`config.mk`:
```
export PLATFORM = sky130hd
export DESIGN_NAME = lm96570_spi_mc
export DESIGN_NICKNAME = d
export VERILOG_FILES = /design/src/rtl/lm96570_spi_mc.sv
export SDC_FILE = /design/constraint.sdc
export NUM_CORES = 2
export LEC_CHECK = 0
export ABC_AREA = 1
export BUFFER_PORTS_ARGS = -buffer_cell sky130_fd_sc_hd__buf_2
export CAP_MARGIN = 20
export CORE_MARGIN = 5
export CORE_UTILIZATION = 42
export DETAILED_ROUTE_END_ITERATION = 12
export GPL_ROUTABILITY_DRIVEN = 0
export PLACE_DENSITY = 0.64
export SETUP_SLACK_MARGIN = 0.02
export SLEW_MARGIN = 40
export SYNTH_ARGS = -nofsm -noshare
export SYNTH_HDL_FRONTEND = slang
export SYNTH_SLANG_ARGS = --single-unit
```
`constraint.sdc`:
```
create_clock -name clk -period 2.45 [get_ports clk]
set_input_delay 0.49 -clock clk [delete_from_list [all_inputs] [get_ports clk]]
set_output_delay 0.49 -clock clk [all_outputs]
set_load 0.02 [all_outputs]
```
`src/rtl/lm96570_spi_mc.sv`:
```
// Parallel serial programming engine for a bank of LM96570 pulser chips:
// shared SCLK, per-device data/load-enable, simultaneous LSB-first readback.
module lm96570_spi_mc #(
    parameter int MAX_BITS = 70,
    parameter int NUM_DEV  = 4,
    parameter int CLK_DIV  = 4
) (
    input  logic                         clk,
    input  logic                         reset,
    input  logic                         start,
    input  logic [7:0]                   num_of_bits,
    input  logic [NUM_DEV-1:0]           dev_mask,
    input  logic [NUM_DEV*MAX_BITS-1:0]  din,
    output logic [NUM_DEV*MAX_BITS-1:0]  dout,
    output logic                         busy,
    output logic                         done,
    output logic                         spi_sclk,
    output logic [NUM_DEV-1:0]           spi_sle,
    output logic [NUM_DEV-1:0]           spi_sdi,
    input  logic [NUM_DEV-1:0]           spi_sdo,
    output logic [2:0]                   dbg_state
);

    localparam int IW = (MAX_BITS > 1) ? $clog2(MAX_BITS) : 1;
    localparam int CW = (CLK_DIV > 1) ? $clog2(CLK_DIV) : 1;
    localparam logic [CW-1:0] CNT_LAST = CW'(CLK_DIV - 1);
    localparam logic [7:0]    MAX_N8   = 8'(MAX_BITS);

    typedef enum logic [2:0] {
        S_IDLE = 3'd0,
        S_LOW  = 3'd1,
        S_HIGH = 3'd2,
        S_HOLD = 3'd3,
        S_FIN  = 3'd4
    } state_t;

    state_t                            r_state;
    logic [CW-1:0]                     r_cnt;
    logic [IW-1:0]                     r_idx;
    logic [IW:0]                       r_neff;
    logic [NUM_DEV-1:0]                r_mask;
    logic [NUM_DEV-1:0][MAX_BITS-1:0]  r_din;
    logic [NUM_DEV-1:0][MAX_BITS-1:0]  r_cap;
    logic [NUM_DEV-1:0][MAX_BITS-1:0]  r_dout;
    logic                              r_busy;
    logic                              r_done;
    logic                              r_sclk;
    logic [NUM_DEV-1:0]                r_sle;
    logic [NUM_DEV-1:0]                r_sdi;

    logic [NUM_DEV-1:0][MAX_BITS-1:0]  w_din_in;
    logic [NUM_DEV-1:0][MAX_BITS-1:0]  w_cap_next;
    logic [NUM_DEV-1:0]                w_first_sdi;
    logic [NUM_DEV-1:0]                w_next_sdi;
    logic [IW:0]                       w_neff_in;
    logic [IW-1:0]                     w_next_idx;
    logic                              w_cnt_done;
    logic                              w_last_bit;

    assign w_din_in   = din;
    assign w_neff_in  = (num_of_bits > MAX_N8) ? (IW+1)'(MAX_BITS) : (IW+1)'(num_of_bits);
    assign w_next_idx = r_idx + IW'(1);
    assign w_cnt_done = (r_cnt == CNT_LAST);
    assign w_last_bit = ({1'b0, r_idx} == (r_neff - (IW+1)'(1)));

    // Capture is gated by the latched mask so masked-off slices read back zero.
    for (genvar g = 0; g < NUM_DEV; g++) begin : g_dev
        assign w_first_sdi[g] = din[g*MAX_BITS] & dev_mask[g];
        assign w_next_sdi[g]  = r_din[g][w_next_idx] & r_mask[g];
        assign w_cap_next[g]  = r_cap[g] |
            ({{(MAX_BITS-1){1'b0}}, spi_sdo[g] & r_mask[g]} << r_idx);
    end

    always_ff @(posedge clk) begin
        if (reset) begin
            r_state <= S_IDLE;
            r_cnt   <= '0;
            r_idx   <= '0;
            r_neff  <= '0;
            r_mask  <= '0;
            r_din   <= '0;
            r_cap   <= '0;
            r_dout  <= '0;
            r_busy  <= 1'b0;
            r_done  <= 1'b0;
            r_sclk  <= 1'b0;
            r_sle   <= '0;
            r_sdi   <= '0;
        end else begin
            case (r_state)
                S_IDLE: begin
                    if (start) begin
                        r_din  <= w_din_in;
                        r_mask <= dev_mask;
                        r_neff <= w_neff_in;
                        r_idx  <= '0;
                        r_cnt  <= '0;
                        r_cap  <= '0;
                        if (w_neff_in == '0) begin
                            r_state <= S_FIN;
                            r_done  <= 1'b1;
                            r_dout  <= '0;
                        end else begin
                            r_state <= S_LOW;
                            r_busy  <= 1'b1;
                            r_sle   <= dev_mask;
                            r_sdi   <= w_first_sdi;
                        end
                    end
                end
                S_LOW: begin
                    if (w_cnt_done) begin
                        r_cnt   <= '0;
                        r_state <= S_HIGH;
                        r_sclk  <= 1'b1;
                    end else begin
                        r_cnt <= r_cnt + CW'(1);
                    end
                end
                S_HIGH: begin
                    if (w_cnt_done) begin
                        r_cnt  <= '0;
                        r_cap  <= w_cap_next;
                        r_sclk <= 1'b0;
                        if (w_last_bit) begin
                            r_state <= S_HOLD;
                            r_sdi   <= '0;
                        end else begin
                            r_state <= S_LOW;
                            r_idx   <= w_next_idx;
                            r_sdi   <= w_next_sdi;
                        end
                    end else begin
                        r_cnt <= r_cnt + CW'(1);
                    end
                end
                S_HOLD: begin
                    if (w_cnt_done) begin
                        r_cnt   <= '0;
                        r_state <= S_FIN;
                        r_sle   <= '0;
                        r_busy  <= 1'b0;
                        r_done  <= 1'b1;
                        r_dout  <= r_cap;
                    end else begin
                        r_cnt <= r_cnt + CW'(1);
                    end
                end
                S_FIN: begin
                    r_done  <= 1'b0;
                    r_state <= S_IDLE;
                end
                default: begin
                    r_state <= S_IDLE;
                end
            endcase
        end
    end

    assign dout      = r_dout;
    assign busy      = r_busy;
    assign done      = r_done;
    assign spi_sclk  = r_sclk;
    assign spi_sle   = r_sle;
    assign spi_sdi   = r_sdi;
    assign dbg_state = r_state;

endmodule

```
==> results.cfg <==
[floorplan]
die_w_um = 289.7
initial_core_util = 0.4241
io_pins = 593
dieHeight_um = 289.7
fp.dieArea_um2 = 83920
core_um2 = 77470
fp-row-count = 102

[routing]
vias_per_cell = 5.286
postRouteAntennaNets = 0
vias = 30650
wl_per_cell_um = 20.16
drt_iter0_markers = 3010
dr.pass1.iters = 6
drt-total-wl_mm = 116.9
drc = 0

[synth]
synth.net_count = 4469
synthFlopType = dfxtp_1
synth_edf_count = 0
yosys_warnings = 0
syn_inst = 4167
async_flop_share = 0
ys_types = 36
avgSynthCellArea_um2 = 7.885
ys_seq_elements = 875
syn_area_um2 = 32860
yosysSeqAreaShare = 0.5331

[clock_tree]
worstSkewPairLatency_ns = 0.64
htree_levels = 3
cts_buffers = 91
ctsRootBufferMaster = clkbuf_16
cts.sinks = 875
clk_pin_slew_ns = 0.06
cts_buffer_depth = 3
cts_setup_buffers = 0
cts_tree = built

[hold_path]
hp-class = input port to flip-flop
hp-start = din[117]

[power]
leakage_nw = 16.95
vdd_drop_max_mv = 0.5128
p_switching_mw = 8.648
p_seq_frac = 0.458
internal-power_mw = 24.17
power.density_nw_per_um2 = 812.5
switching_share = 0.2635
p_comb_frac = 0.107
clockPowerShare = 0.434

[sta]
skew_ns = 0.02704
rsz0062_at_grt = no
final.setup.tns_ns = 0
max-slew-margin-rel = 0.4958
fmax_ghz = 0.4354
drv_slew = 0
finalCritPeriodShare = 0.9374
timing.hold.ws_ns = 0.03808
finalCriticalPeriod_ns = 2.297
hold_viol_final = 0
worstMarginPinSlew_ns = 0.7563
finalSetupViolCount = 0

[critical_path]
arrival_ns = 2.87
worstReg2RegStart = r_idx[1]
cp-start-kind = flip-flop
cp-end-kind = flip-flop
crit_path_top_delay_cell = dfxtp_1
cp_cell_sequence = ha_4 -> inv_2 -> buf_12 -> o211ai_1 -> nand3_1 -> nand3_1 -> nand3_1 -> nand3_1 -> nand2_1 -> nand2_1 -> nand2_1 -> nand2_1 -> a21oi_1
critPathBufInv = 2
cp_max_fo = 47
setup.worst_path.start = r_idx[1]
path_delay_family = simple AND/OR/NAND/NOR gates
required_ns = 3.02
cpPeakStageDelay_ns = 0.44
criticalPathCategory = flip-flop to flip-flop

[final_layout]
fin_nets = 4981
multi_input_area_um2 = 12710
fillers = 7441
drive_gt1_frac = 0.1917
final_area_um2 = 40390
register_area_um2 = 17530
areaGrowthSynthToFinish_pct = 22.93

[global_routing]
antenna_found_initial = 10
grt_pass1_wl_mm = 172.6
first_global_vias = 28878
grt-ovfl-total = 0
groute.usage.overall = 0.2634
grt_max_degree = 194

[run_status]
status = finished, final reports clean

[flow_run]
drv_cap = 0

[placed_design]
port_buffers = 592
dp_hpwl_mm = 80.43
placed_cell_area_um2 = 37130
-- flip-flops by register name (all words and copies together) (netlist names) --
register   count
dbg_state      3
spi_sdi        4
r_mask         4
spi_sle        4
r_din        280
r_neff         8
r_cap        280
busy           1
done           1
spi_sclk       1
r_cnt          2
r_idx          7
dout         280
-- kinds of logic (layout without fill, tap and decap cells) --
| family | after synthesis | after routing | synth area share |
|---|---|---|---|
| AOI/OAI and AO/OA | 903 | 903 | 0.1612 |
| xor gates and xnor gates | 14 | 14 | 0.004722 |
| adders and majority gates | 3 | 3 | 0.001143 |
| buffers and inverters | 622 | 1208 | 0.08260 |
| DFF | 875 | 875 | 0.5331 |
| muxes | 1 | 1 | 0.0003047 |
| other | 0 | 5 | 0 |
| and+or+nand+nor | 1749 | 1749 | 0.2169 |
-- cell usage in the layout (no fill, tap or decap), drive strengths merged --
cell type,n
a21oi,314
dfxtp,875
nand3,330
diode,5
nor3,35
clkinvlp,6
a211oi,2
xnor3,1
mux2i,1
inv,316
xnor2,6
o22ai,3
nor4,1
buf,722
a31oi,4
dlygate4sd3,1
or2,1
xor2,7
nor2,719
o211ai,24
nand4,6
clkbuf,135
bufinv,7
o21ai,276
a22oi,280
ha,3
clkinv,21
nand2,657
-- metal layers --
metal,vias to the layer above,share of wire,global-route usage
li1,14717,-,-
met1,14519,0.42,0.3549
met2,1191,0.46,0.4178
met3,213,0.082,0.05514
met4,10,0.037,0.1006
met5,-,0.00047,0
-- cells in the mapped netlist, drive strengths merged (4+ instances only) --
| master | count | area, um^2 |
|---|---|---|
| a31oi | 4 | 25.02 |
| o21ai | 276 | 1381 |
| buf | 156 | 964.7 |
| a21oi | 314 | 1575 |
| clkbuf | 151 | 566.8 |
| nand2 | 657 | 2474 |
| xnor2 | 6 | 52.55 |
| nor3 | 35 | 180.2 |
| xor2 | 7 | 80.08 |
| inv | 312 | 1171 |
| nor2 | 719 | 2755 |
| nand3 | 330 | 1652 |
| o211ai | 24 | 180.2 |
| nand4 | 6 | 37.54 |
| dfxtp | 875 | 17520 |
| a22oi | 280 | 2102 |
-- worst min-delay path: cells and delay by family --
kind	cells	cell delay [ns]
buf+inv	1	0.07
simple gates	2	0.08
-- power groups by stage --
stage                     sequential, mW  clock (mW)  combinational, mW
after floorplan                     15.3           0               2.12
after global placement              15.3           0               3.38
after detailed placement            15.3           0               3.41
after CTS                           15.0        14.5               3.43
after global routing                15.1        15.1               3.89
final                               15.0        14.3               3.52
-- worst paths after layout --
kind	to	slack, ns	cells past startpoint
worst max-delay path	spi_sdi[2]	0.15	13
worst min-delay path	r_din[117]	0.04	3
worst max register to register	spi_sdi[2]	0.15	13
worst min register to register	r_neff[7]	0.44	2
-- through the flow --
step           worst slack, ns  instances  power, mW    util
6_report                0.1533       5798      32.82  0.5214
5_1_grt                0.02688       5796      34.02  0.5213
4_1_cts                0.07949       5789      32.93  0.5194
3_5_place_dp           -0.1120       5621      18.76  0.4792
3_3_place_gp          -0.02768       5621      18.71  0.4792
2_1_floorplan           0.4358       4167      17.45       -
-- cell type report --
class                   count  share of cell area
well taps                1040             0.03222
inverters                 315             0.02949
repair buffers            726              0.1127
flip-flops and latches    875              0.4340
multi-input cells        2670              0.3146
diodes                      5           0.0003098
clock buffers             132             0.06545
clock inverters            35             0.01128
-- repair_timing --
| action | CTS | global route |
|---|---|---|
| resized for setup | 0 | 9 |
| endpoints found under the hold margin | 1 | 0 |
| endpoints found under the setup margin | 0 | 121 |
| hold buffers | 1 | 0 |
Note: power is estimated with default switching activity, not from simulation.
